**src/rtl/fetch_sequencer.sv**
```systemverilog
// Instruction fetch sequencer: owns the PC, reads a combinational instruction memory,
// buffers fetched words in a small FIFO and hands {pc, instr} to decode.
module fetch_sequencer #(
  parameter logic [31:0] RESET_PC  = 32'h0000_0000,
  parameter int unsigned DEPTH     = 2,
  parameter logic [31:0] HALT_WORD = 32'hFFFF_FFFF
) (
  input  logic        clk,
  input  logic        reset_n,
  input  logic        fetch_en,
  output logic [31:0] imem_addr,
  input  logic [31:0] imem_instr,
  input  logic        redirect_valid,
  input  logic [31:0] redirect_pc,
  output logic        out_valid,
  input  logic        out_ready,
  output logic [31:0] out_instr,
  output logic [31:0] out_pc,
  output logic        halted,
  output logic [31:0] fetch_count
);

  localparam int unsigned AW = $clog2(DEPTH);
  localparam int unsigned CW = AW + 1;

  typedef enum logic [1:0] {StIdle, StRun, StHalt} state_e;

  state_e          state_q;
  logic [31:0]     pc_q;
  logic            halted_q;
  logic [31:0]     fetch_count_q;
  logic [CW-1:0]   count_q;
  logic [AW-1:0]   rd_ptr_q;
  logic [AW-1:0]   wr_ptr_q;
  logic [31:0]     q_instr [DEPTH];
  logic [31:0]     q_pc    [DEPTH];

  logic pop;
  logic full;
  logic can_push;
  logic is_halt;
  logic fetching;
  logic push;

  // Redirect targets are word aligned; the low address bits are dropped.
  logic unused_redirect_lsbs;
  assign unused_redirect_lsbs = ^redirect_pc[1:0];

  always_comb begin
    pop      = (count_q != '0) && out_ready;
    full     = (count_q == CW'(DEPTH));
    can_push = !full || pop;
    is_halt  = (imem_instr == HALT_WORD);
    fetching = (state_q == StRun) && fetch_en && !redirect_valid;
    push     = fetching && !is_halt && can_push;
  end

  always_ff @(posedge clk or negedge reset_n) begin
    if (!reset_n) begin
      state_q       <= StIdle;
      pc_q          <= RESET_PC;
      halted_q      <= 1'b0;
      fetch_count_q <= '0;
      count_q       <= '0;
      rd_ptr_q      <= '0;
      wr_ptr_q      <= '0;
      for (int i = 0; i < int'(DEPTH); i++) begin
        q_instr[i] <= '0;
        q_pc[i]    <= '0;
      end
    end else if (redirect_valid) begin
      // Flush wins over any same-cycle push or pop.
      pc_q     <= {redirect_pc[31:2], 2'b00};
      count_q  <= '0;
      rd_ptr_q <= '0;
      wr_ptr_q <= '0;
      halted_q <= 1'b0;
      if (state_q == StHalt) begin
        state_q <= StRun;
      end
    end else begin
      if (pop) begin
        rd_ptr_q <= rd_ptr_q + 1'b1;
      end
      if (push) begin
        q_instr[wr_ptr_q] <= imem_instr;
        q_pc[wr_ptr_q]    <= pc_q;
        wr_ptr_q          <= wr_ptr_q + 1'b1;
        pc_q              <= pc_q + 32'd4;
        fetch_count_q     <= fetch_count_q + 32'd1;
      end
      case ({push, pop})
        2'b10:   count_q <= count_q + 1'b1;
        2'b01:   count_q <= count_q - 1'b1;
        default: count_q <= count_q;
      endcase
      case (state_q)
        StIdle: begin
          if (fetch_en) begin
            state_q <= StRun;
          end
        end
        StRun: begin
          if (!fetch_en) begin
            state_q <= StIdle;
          end else if (is_halt) begin
            state_q  <= StHalt;
            halted_q <= 1'b1;
          end
        end
        StHalt: begin
          halted_q <= 1'b1;
        end
        default: begin
          state_q  <= StIdle;
          halted_q <= 1'b0;
        end
      endcase
    end
  end

  assign imem_addr   = pc_q;
  assign out_valid   = (count_q != '0);
  assign out_instr   = q_instr[rd_ptr_q];
  assign out_pc      = q_pc[rd_ptr_q];
  assign halted      = halted_q;
  assign fetch_count = fetch_count_q;

endmodule

```
**config.mk**
```make
export PLATFORM = sky130hd
export DESIGN_NAME = fetch_sequencer
export DESIGN_NICKNAME = d
export VERILOG_FILES = /design/src/rtl/fetch_sequencer.sv
export SDC_FILE = /design/constraint.sdc
export NUM_CORES = 1
export LEC_CHECK = 0
export CORE_MARGIN = 2
export CORE_UTILIZATION = 50
export DETAILED_ROUTE_END_ITERATION = 12
export PLACE_DENSITY = 0.78
export SETUP_SLACK_MARGIN = 0.3
export SLEW_MARGIN = 10
export SYNTH_ARGS = -nofsm -noshare
export SYNTH_HDL_FRONTEND = slang
export SYNTH_SLANG_ARGS = --single-unit
```
**constraint.sdc**
```tcl
create_clock -name clk -period 2.45 [get_ports clk]
set_input_delay 0.49 -clock clk [delete_from_list [all_inputs] [get_ports clk]]
set_output_delay 0.49 -clock clk [all_outputs]
set_load 0.02 [all_outputs]
```
==> flow_metrics.env <==
export IMPL_critPathKind="reg2out"
export IMPL_wl_per_cell_um=19.5
export IMPL_clkTransAtPathRegs_ns=0.08
export IMPL_root_buffer="clkbuf_16"
export IMPL_clock_latency_ns=0.43
export IMPL_synth_area_um2=9220
export IMPL_irDropWorstVdd_mv=0.738
export IMPL_drt_wl_total_mm=24.5
export IMPL_r2r_worst_path_cells=9
export IMPL_synth_edf_count=0
export IMPL_critPathMaxFanout=7
export IMPL_yosysWarnings=0
export IMPL_r2r_start="state_q[1]"
export IMPL_area_growth_pct=39.9
export IMPL_p_total_mw=12.9
export IMPL_cp_end_kind="output pin"
export IMPL_postCtsHoldBufs=0
export IMPL_grt_pass1_vias=7228
export IMPL_worstPathArrival_ns=1.72
export IMPL_cp_start_kind="flop"
export IMPL_fmax_mhz=452
export IMPL_final_net_count=1091
export IMPL_num_vias=7112
export IMPL_layout_common_cells="183 x dfrtp_1, 177 x mux2_2, 108 x clkdlybuf4s50_1"
export IMPL_place_hpwl_mm=15.8
export IMPL_grt_ovfl_total=0
export IMPL_syn_inst=742
export IMPL_period_share_pct=90.2
export IMPL_timing_max_cap_violations=0
export IMPL_synth_top_area_share_pct=52.4
export IMPL_cts_max_level=4
export IMPL_postRouteAntennaNets=0
export IMPL_max_slew_margin_pct=61.9
export IMPL_globalplace_congestion=0.834
export IMPL_drive_gt1_share_pct=41.1
export IMPL_setup_tns_final_ns=0
export IMPL_ys_ff_latch=193
export IMPL_clockBufferDepth=2
export IMPL_synth_main_ff_cell="dfrtp_1"
export IMPL_netlist_top_cells_area="dfrtp_1 52%, mux2_2 22%, xnor2_1 2.1%, nand4_1 1.8%, nand2_1 1.8%"
export IMPL_reg2reg_slack_ns=0.33
export IMPL_mostFrequentLayoutCell="dfrtp_1"
export IMPL_first_pass_iters=7
export IMPL_ios=199
export IMPL_start_util_pct=51.1
export IMPL_drt_iter0_drc=503
export IMPL_routed_via_density=5.64
export IMPL_cts_tree="done"
export IMPL_finalSetupViolations=0
export IMPL_crit_start="rd_ptr_q"
export IMPL_port_buffer_count=192
export IMPL_grt_start_max_net_pins=68
export IMPL_die_w_um=140
export IMPL_p_leak_nw=5.74
export IMPL_drc=0
export IMPL_drv_slew=0
export IMPL_fp_dieH_um=140
export IMPL_track_usage_pct=24.7
export IMPL_coreArea_um2=18000
export IMPL_fin_util_pct=71.6
export IMPL_synth_async_reset_ratio_pct=100
export IMPL_cp_required_ns=1.96
export IMPL_outcome="complete, no violations"
export IMPL_yosysTopAreaCell="dfrtp_1"
export IMPL_rows=49
export IMPL_period_minus_slack_ns=2.21
export IMPL_yosysUniqueCellTypes=57
export IMPL_hold_viol_final=0
export IMPL_cts_sinks=193
export IMPL_cts_buffers=17
export IMPL_r2r_end="q_instr[20]"
export IMPL_seq_area_frac_synth_pct=52.4
export IMPL_p_per_area_nw_per_um2=1000
export IMPL_tightest_slew_ns=0.572
export IMPL_rsz0062_at_grt="true"
export IMPL_hold_path_class="in2async"
export IMPL_antenna_found_initial=1
export IMPL_grt_pass1_wl_mm=38.7
export IMPL_die_area_um2=19500
export IMPL_skew_ns=0.0126
export IMPL_avgSynthCellArea_um2=12.4
## logic make-up (layout without fill, tap and decap cells)
logic type	count (synthesis)	after routing	synth area share (%)
mux	189	189	23.0
compound gates	72	72	5.77
other cells	1	5	0.0407
flops	193	193	52.4
xor+xnor	32	32	3.04
fa+ha+maj	5	5	0.679
simple gates	197	197	11.7
buf+inv	53	338	3.30
## through the flow
step	cell area, um2	setup WS (ns)	hold WS (ns)	cells
after CTS	12700	0.185	0.0671	1246
after global placement	11900	-0.394	0.458	1201
final	12900	0.240	0.0460	1260
after global routing	12900	0.195	0.0908	1260
after floorplan	9230	0.330	0.194	745
after detailed placement	11900	-0.442	0.474	1201
## how the worst max path moves through the flow
stage                     cells after the start             to  slack [ns]
final                                         5     out_pc[15]        0.24
after detailed placement                     10  imem_addr[14]       -0.44
after global placement                       10  imem_addr[14]       -0.39
after floorplan                               8    q_instr[16]        0.33
after CTS                                     4      out_pc[5]        0.19
after global routing                          5     out_pc[30]        0.20
## final cells by class
class	count	area, um2
Fill cell	1305	5130
Sequential cell	193	4840
Multi-Input combinational cell	499	4230
Timing Repair Buffer	292	2860
Clock buffer	17	425
Tap cell	229	287
Clock inverter	15	196
Inverter	14	52.6
Antenna cell	1	2.50
## worst max-delay path: stages (launching register included)
cell	delay (ns)
dfrtp_2	0.43
buf_12	0.16
buf_12	0.13
buf_16	0.14
mux2_4	0.31
buf_6	0.13
## metal layers
metal	vias up	part of all wire, %	global-route usage [%]
met4	0	1.3	6.58
met3	22	5.6	5.26
met2	217	50	41.4
li1	3271	-	-
met1	3602	44	32.8
met5	-	0	0
## where the power goes
part           leakage [nW]  switching [mW]  total (mW)  internal, mW
Sequential             2.39           0.692        5.02          4.33
Combinational          3.06            2.31        4.95          2.64
Clock                 0.291            1.36        2.92          1.56
## Yosys cell counts (all sizes together), types with 10 or more instances
cell type	number
buf	27
nand4	27
mux2	186
a221o	10
inv	14
clkbuf	12
nand3	23
dfrtp	193
nand2	47
nor3	22
xnor2	22
nor2	24
o21ai	14
xor2	10
## sequential cells by signal, indices dropped and copies added (netlist names)
name and cells:
wr_ptr_q 1, halted 1, imem_addr 30, q_pc 60, count_q 2, q_instr 64, rd_ptr_q 1, state_q 2
fetch_count 32
## what timing repair did
action,CTS,global route
pin swaps,7,12
buffers inserted,8,7
resized for setup,244,99
cloned,5,6
endpoints found under the setup margin,252,184
No activity file was read; power rests on OpenSTA's default activity.
